### config.mk
export PLATFORM = sky130hd
export DESIGN_NAME = readout_sequencer
export DESIGN_NICKNAME = d
export VERILOG_FILES = /design/src/rtl/readout_sequencer.sv
export SDC_FILE = /design/constraint.sdc
export NUM_CORES = 1
export LEC_CHECK = 0
export CORE_UTILIZATION = 29
export DETAILED_ROUTE_END_ITERATION = 8
export GPL_ROUTABILITY_DRIVEN = 0
export GPL_TIMING_DRIVEN = 0
export PLACE_DENSITY_LB_ADDON = 0.15
export SLEW_MARGIN = 25
export SYNTH_ARGS = -nofsm -noshare
export SYNTH_HDL_FRONTEND = slang
export SYNTH_SLANG_ARGS = --single-unit
### constraint.sdc
create_clock -name sys_clk -period 4.3 [get_ports sys_clk]
set_input_delay 0.645 -clock sys_clk [delete_from_list [all_inputs] [get_ports sys_clk]]
set_output_delay 0.645 -clock sys_clk [all_outputs]
set_load 0.01 [all_outputs]
### src/rtl/readout_sequencer.sv
// Counted, abortable readback of captured samples from sram_interface into the uart.
// One read per word; words with an empty keep mask are dropped without a send.
module readout_sequencer #(
  parameter int MDW     = 32,
  parameter int CW      = 18,
  parameter int TIMEOUT = 1024
) (
  input  logic           sys_clk,
  input  logic           sys_rst,
  input  logic           start,
  input  logic [CW-1:0]  read_count,
  input  logic           abort,
  output logic           mem_rd_req,
  input  logic           mem_rd_valid,
  input  logic [3:0]     mem_rd_keep,
  input  logic [MDW-1:0] mem_rd_data,
  output logic [MDW-1:0] tx_data,
  output logic [3:0]     tx_keep,
  output logic           tx_send,
  input  logic           tx_busy,
  output logic           busy,
  output logic           done,
  output logic           err,
  output logic [CW-1:0]  words_sent
);

  localparam int TW = $clog2(TIMEOUT) + 1;

  typedef enum logic [2:0] {IDLE, REQ, WAIT_DATA, WAIT_TX, SEND, WAIT_ACK, NEXT} state_t;

  state_t         state, state_d;
  logic [CW-1:0]  remaining, remaining_d, words_sent_d;
  logic [TW-1:0]  timer, timer_d;
  logic [MDW-1:0] tx_data_d;
  logic [3:0]     tx_keep_d;
  logic           mem_rd_req_d, tx_send_d, busy_d, done_d, err_d;
  logic           tmo;

  // Timer only advances while waiting, so hitting the last count means the wait has expired.
  assign tmo = (timer == TW'(TIMEOUT - 1)) &&
               (((state == WAIT_DATA) && !mem_rd_valid) || ((state == WAIT_ACK) && !tx_busy));

  always_ff @(posedge sys_clk or negedge sys_rst) begin
    if (!sys_rst) begin
      state      <= IDLE;
      remaining  <= '0;
      timer      <= '0;
      words_sent <= '0;
      tx_data    <= '0;
      tx_keep    <= '0;
      mem_rd_req <= 1'b0;
      tx_send    <= 1'b0;
      busy       <= 1'b0;
      done       <= 1'b0;
      err        <= 1'b0;
    end else begin
      state      <= state_d;
      remaining  <= remaining_d;
      timer      <= timer_d;
      words_sent <= words_sent_d;
      tx_data    <= tx_data_d;
      tx_keep    <= tx_keep_d;
      mem_rd_req <= mem_rd_req_d;
      tx_send    <= tx_send_d;
      busy       <= busy_d;
      done       <= done_d;
      err        <= err_d;
    end
  end

  always_comb begin
    state_d = state;
    case (state)
      IDLE:      if (start && (read_count != '0)) state_d = REQ;
      REQ:       state_d = WAIT_DATA;
      WAIT_DATA: if (mem_rd_valid) state_d = (mem_rd_keep == 4'b0000) ? NEXT : WAIT_TX;
                 else if (tmo)     state_d = IDLE;
      WAIT_TX:   if (!tx_busy) state_d = SEND;
      SEND:      state_d = WAIT_ACK;
      WAIT_ACK:  if (tx_busy)  state_d = NEXT;
                 else if (tmo) state_d = IDLE;
      NEXT:      state_d = (remaining <= CW'(1)) ? IDLE : REQ;
      default:   state_d = IDLE;
    endcase
    if (abort) state_d = IDLE;
  end

  // Abort freezes the datapath for its cycle: no done, err/words_sent untouched.
  always_comb begin
    remaining_d  = remaining;
    timer_d      = timer;
    words_sent_d = words_sent;
    tx_data_d    = tx_data;
    tx_keep_d    = tx_keep;
    err_d        = err;
    done_d       = 1'b0;
    if (!abort) begin
      case (state)
        IDLE: if (start) begin
          remaining_d  = read_count;
          words_sent_d = '0;
          err_d        = 1'b0;
          done_d       = (read_count == '0);
        end
        REQ:  timer_d = '0;
        WAIT_DATA: begin
          if (mem_rd_valid) begin
            tx_data_d = mem_rd_data;
            tx_keep_d = mem_rd_keep;
          end else if (tmo) begin
            err_d  = 1'b1;
            done_d = 1'b1;
          end else begin
            timer_d = timer + TW'(1);
          end
        end
        SEND: begin
          words_sent_d = words_sent + CW'(1);
          timer_d      = '0;
        end
        WAIT_ACK: if (!tx_busy) begin
          if (tmo) begin
            err_d  = 1'b1;
            done_d = 1'b1;
          end else begin
            timer_d = timer + TW'(1);
          end
        end
        NEXT: begin
          if (remaining != '0) remaining_d = remaining - CW'(1);
          done_d = (remaining == CW'(1));
        end
        default: ;
      endcase
    end
    mem_rd_req_d = (state_d == REQ);
    tx_send_d    = (state_d == SEND);
    busy_d       = (state_d != IDLE);
  end

endmodule

==> impl_metrics.toml, run 1 <==
[timing]
finalMaxSlewViolations = 0
hold_viol = 0
min_period_ps = 2815
period_share_pct = 65.47
max-slew-margin-rel_pct = 51.17
fin_tns_setup_ps = 0
setup-violations-final = 0
skew_ps = 7.633
worstMarginPinSlew_ps = 722.2
rsz0062_at_grt = "no"
clock.fmax_mhz = 355.2
worst_slack_ps = 1485

[logic_synthesis]
synth-simple-area-share_pct = 20.62
synth_cell_types = 57
synth_top_family_by_area = "simple AND/OR/NAND/NOR gates"
ys_ff_latch = 91
ys.flop_type = "dfrtp_1"
yosysTopAreaCell = "dfrtp_1"
yosysTopAreaCellShare_pct = 49.70
yosys_warnings = 0
synth_enable_flop_cells = 0
syn_inst = 444
synth_compound_area_share_pct = 13.30
syn_area_um2 = 4582
syn_area_per_cell_um2 = 10.32
synth-seq-area-share_pct = 49.70
synthArstFlopShare_pct = 100.0
synth_top_cells_by_area = "dfrtp_1 50%, mux2_2 8.8%, nor2_1 3.2%"
synth_nets = 509
muxShareOfSynthArea_pct = 9.503
synth-xor-area-share_pct = 3.058
synthAdderAreaFrac_pct = 1.365

[clock_tree]
postCtsSetupBuffers = 0
cts_resized = 0
cts_buffer_depth = 2
cts_sinks = 91
h-tree-depth = 3
cts-root-buf = "clkbuf_16"
clk_latency_ps = 340
cts-hold-fix-buffers = 0
numCtsBuffers = 9
cts_tree = "yes"
clkSlewWorstSetupHoldPaths_ps = 60

[global_routing]
grt_max_degree = 58
track_usage_pct = 15.67
grt_pass1_vias = 4039
antenna_found_initial = 0
gr-total-overflow = 0
grt_pass1_wl_um = 20010

[worst_setup_path]
cp_top_family = "buffers and inverters"
path_class = "primary input to register"
timing.critical_path.required_ps = 4580
rr_worst_depth = 7
crit_slowest_cell = "nor4b_1"
cp-start-kind = "primary input"
crit_path_end_kind = "register"
path_buf_inv = 2
crit_cells = 7
crit_path_max_fanout = 10
critical_path.cell_chain = "clkdlybuf4s50_1, nor4b_1, nor2_1, a41oi_1, clkbuf_1, o21a_1, o22a_1"
worstPathArrival_ps = 3100
cp_slowest_stage_delay_ps = 610

[cells_and_area]
synthToLayoutAreaGrowth_pct = 39.10
antenna_cells = 0
layout_common_cells = "117 x clkdlybuf4s50_1, 91 x dfrtp_1, 39 x nor2_1"
layout_commonest_cell = "clkdlybuf4s50_1"
nets = 639
final_util_pct = 41.62
fillers = 1509
final_cell_area_um2 = 6374
drive_gt1_share_pct = 10.54

[place]
dpl_cell_area_um2 = 6056
dpl.hpwl_um = 8781
dp_slack_ps = 1145
portBuffers = 118

[die]
die-area_um2 = 16310
chipHeight_um = 127.7
initial_core_util_pct = 29.92
fp.dieW_um = 127.7
coreArea_um2 = 15310
rows = 45
ios = 119

[drt]
drcViolationCount = 0
wl_per_cell_um = 15.18
avgViaCountPerCell = 5.072
first_iter_violations = 171
drt-pass1-iter-count = 4
wirelength_um = 11990
via_count = 4007
ant_nets = 0

[power_and_ir_drop]
powerDensity_nw_per_um2 = 517.1
peakVddDrop_mv = 0.2984
totalPowerFinal_mw = 3.296
leakage_nw = 2.551

[status]
status = "finished clean"

[worst_hold_path]
worstHoldPathType = "primary input to async pin"

[job]
maxCapViolCount = 0
==> synthesized netlist by cell type, drive strengths merged (9+ instances only) <==
cell,n
nand2,33
o21ai,19
or3,9
or4,12
nor2,39
a31oi,9
a21oi,21
nor4,10
dfrtp,91
nor3,14
clkbuf,22
mux2,36
nand3,11
==> worst paths after layout <==
kind | end | slack [ps] | from
min in group sys_clk | timer[10]$_DFFE_PN0P_ | 500 | timer[10]$_DFFE_PN0P_
min reg2reg | timer[10]$_DFFE_PN0P_ | 500 | timer[10]$_DFFE_PN0P_
max reg2reg | remaining[15]$_DFFE_PN0P_ | 1620 | state[1]$_DFF_PN0_
min | words_sent[11]$_DFFE_PN0P_ | 200 | sys_rst
max in group asynchronous | tx_data[25]$_DFFE_PN0P_ | 3500 | sys_rst
max | remaining[15]$_DFFE_PN0P_ | 1480 | start
==> logic make-up after synthesis <==
| group | Yosys count |
|---|---|
| buffers and inverters | 30 |
| xor gates and xnor gates | 16 |
| muxes | 39 |
| AOI/OAI and AO/OA | 91 |
| adders and majority gates | 5 |
| DFF | 91 |
| and+or+nand+nor | 172 |
==> sequential cells by signal, indices dropped and copies added, names as in the netlist <==
signal,cells
done,1
timer,11
err,1
tx_keep,4
tx_data,32
remaining,18
mem_rd_req,1
busy,1
words_sent,18
state,3
tx_send,1
==> power breakdown <==
group | total, mW | internal (mW) | leakage (nW) | switching [mW]
Combinational | 1.10 | 0.634 | 1.25 | 0.466
Sequential | 1.35 | 1.13 | 1.16 | 0.217
Clock | 0.846 | 0.513 | 0.150 | 0.333
Total | 3.30 | 2.28 | 2.55 | 1.02
==> per-stage QoR <==
| stage | cells | hold WS [ps] |
|---|---|---|
| 2_1_floorplan | 444 | 349.4 |
| 3_3_place_gp | 773 | 483.4 |
| 3_5_place_dp | 774 | 491.9 |
| 4_1_cts | 790 | 194.9 |
| 5_1_grt | 790 | 205.2 |
| 6_report | 790 | 197.0 |
==> layout make-up <==
cell class                      instances  area, um2  share of cell area, %
Tap cell                              211      264.0                  4.142
Timing Repair Buffer                  119       1210                  18.98
Inverter                                8      30.03                 0.4711
Clock inverter                          5      85.08                  1.335
Buffer                                 22      82.58                  1.296
Multi-Input combinational cell        323       2192                  34.39
Sequential cell                        91       2277                  35.73
Clock buffer                           11      232.7                  3.651
==> routing by layer <==
layer / up-vias / global-route usage, % / routed length, um
met3: 15 / 6.427 / 1064
met5: - / 0 / 0
li1: 1902 / - / -
met4: 0 / 5.052 / 174
met2: 148 / 24.65 / 5450
met1: 1942 / 19.52 / 5304
(Power assumes the default switching activity.)
==> inputs of run 2 (changes only) <==
==> constraint.sdc (replaced) <==
create_clock -name sys_clk -period 2.7 [get_ports sys_clk]
set_input_delay 0.405 -clock sys_clk [delete_from_list [all_inputs] [get_ports sys_clk]]
set_output_delay 0.405 -clock sys_clk [all_outputs]
set_load 0.01 [all_outputs]
==> run 2 against run 1 <==
- cell area increased by 0.26%
- critical path type is now register to register
- combinational power grew 60%
- sequential power up 59%
- clock-buffer cell count unchanged
- wire length rose by 0.17%
- critical path depth down 2
- via count hardly changed
- die area is the same
- final cell count rose by 0.13%
- power up 59%
- sequential share of layout area is 0.071 points lower
- clock power grew 60%
==> impl_metrics.toml, run 2 (synthesis gave the netlist of run 1 again) <==
[status]
status = "finished clean"

[cells_and_area]
synthToLayoutAreaGrowth_pct = 39.46
top_regs = "tx_data (32), remaining (18), words_sent (18)"
final_util_pct = 41.72
layout_common_cells = "117 x clkdlybuf4s50_1, 90 x dfrtp_1, 39 x nor2_1"
multiInputGateArea_um2 = 2196
fillers = 1505
layout_commonest_cell = "clkdlybuf4s50_1"
drive_gt1_share_pct = 11.03
antenna_cells = 0
top_register = "tx_data"
register_area_um2 = 2278
final_cell_area_um2 = 6390
final_cells = 791
nets = 640
largest_register_ffs = 32

[clock_tree]
h-tree-depth = 3
cts-root-buf = "clkbuf_16"
cts_sinks = 91
cts_buffer_depth = 2
clk_latency_ps = 340
postCtsSetupBuffers = 0
cts_tree = "yes"
clkSlewWorstSetupHoldPaths_ps = 70
numCtsBuffers = 9

[place]
portBuffers = 118
dp_cells = 774
dpl_cell_area_um2 = 6056
dp_slack_ps = -215.0
dpl.hpwl_um = 8781

[job]
maxCapViolCount = 0

[worst_setup_path]
timing.critical_path.required_ps = 2910
crit_slowest_cell = "or4_4"
rr_worst_depth = 5
rr_endpoint = "busy$_DFF_PN0_"
crit_path_end_kind = "register"
r2r-start = "remaining[13]$_DFFE_PN0P_"
worstPathArrival_ps = 2850
path_class = "register to register"
crit_path_max_fanout = 6
cp_slowest_stage_delay_ps = 590
ff2ff_setup_slack_ps = 70
cp-start-kind = "register"
cpMostUsedCell = "or4_4"
critical_path.cell_chain = "or4_4, nor4_4, a41oi_1, or4_4, or3b_1"

[drt]
ant_nets = 0
wirelength_um = 12010
avgViaCountPerCell = 5.062
drcViolationCount = 0
wl_per_cell_um = 15.19
via_count = 4004
first_iter_violations = 233
drt-pass1-iter-count = 5

[die]
rows = 45
initial_core_util_pct = 29.92
die-area_um2 = 16310
coreArea_um2 = 15310
ios = 119
chipHeight_um = 127.7
fp.dieW_um = 127.7

[timing]
setup-violations-final = 0
fin_hold_ws_ps = 498.4
finalMaxSlewViolations = 0
max-slew-margin-rel_pct = 51.17
rsz0062_at_grt = "no"
clock.fmax_mhz = 380.2
min_period_ps = 2630
worstMarginPinSlew_ps = 722.3
period_share_pct = 97.43
skew_ps = 7.179
hold_viol = 0
fin_tns_setup_ps = 0
worst_slack_ps = 69.51

[global_routing]
grt_pass1_wl_um = 20010
use_met2_pct = 24.65
met1_usage_pct = 19.52
top_usage_layer = "met2"
grt_max_degree = 58
gr-total-overflow = 0
grt_pass1_vias = 4039
grtUsageMet3_pct = 6.427
track_usage_pct = 15.67
antenna_found_initial = 0

[worst_hold_path]
min_to = "timer[10]$_DFFE_PN0P_"
worstHoldStart = "timer[10]$_DFFE_PN0P_"
hold_depth = 2
worstHoldPathType = "register to register"

[power_and_ir_drop]
totalPowerFinal_mw = 5.254
powerDensity_nw_per_um2 = 822.3
peakVddDrop_mv = 0.4744
leakage_nw = 2.560
==> run 2: routing by layer <==
| metal | routed length (um) | vias to the layer above | share of wire [%] |
|---|---|---|---|
| met4 | 175 | 0 | 1.5 |
| li1 | - | 1903 | - |
| met1 | 5317 | 1945 | 44 |
| met2 | 5454 | 141 | 45 |
| met5 | 0 | - | 0 |
| met3 | 1066 | 15 | 8.9 |
==> run 2: report_power, final <==
group          switching [mW]  internal (mW)
Sequential              0.347           1.81
Combinational           0.742           1.01
Clock                   0.529          0.817
==> run 2: repair_timing <==
action | CTS | global route
setup endpoints to repair | 0 | 8
endpoints found under the hold margin | 34 | 0
resized for setup | 0 | 4
hold buffers | 1 | 0
==> run 2: worst max path at each step <==
stage,from,endpoint,slack (ps)
final,remaining[13]$_DFFE_PN0P_,busy$_DFF_PN0_,70
after global routing,remaining[13]$_DFFE_PN0P_,busy$_DFF_PN0_,0.1
after CTS,state[1]$_DFF_PN0_,remaining[17]$_DFFE_PN0P_,20
after detailed placement,start,remaining[17]$_DFFE_PN0P_,-220
after global placement,sys_rst,tx_data[11]$_DFFE_PN0P_,-2480
after floorplan,remaining[6]$_DFFE_PN0P_,busy$_DFF_PN0_,300
==> run 2: final cells by class <==
cell class	instances	area share (%)
timing repair buffer	120	19.09
clock inverter	5	1.332
tap	211	4.132
inverter	8	0.4699
clock buffer	11	3.642
buffer	22	1.312
sequential	91	35.66
multi-input combinational	323	34.36
==> run 2: critical path, delay by kind of cell (launching register included) <==
kind | cells | cell delay [ps]
simple gates | 4 | 1890
flops | 1 | 440
compound gates | 1 | 170
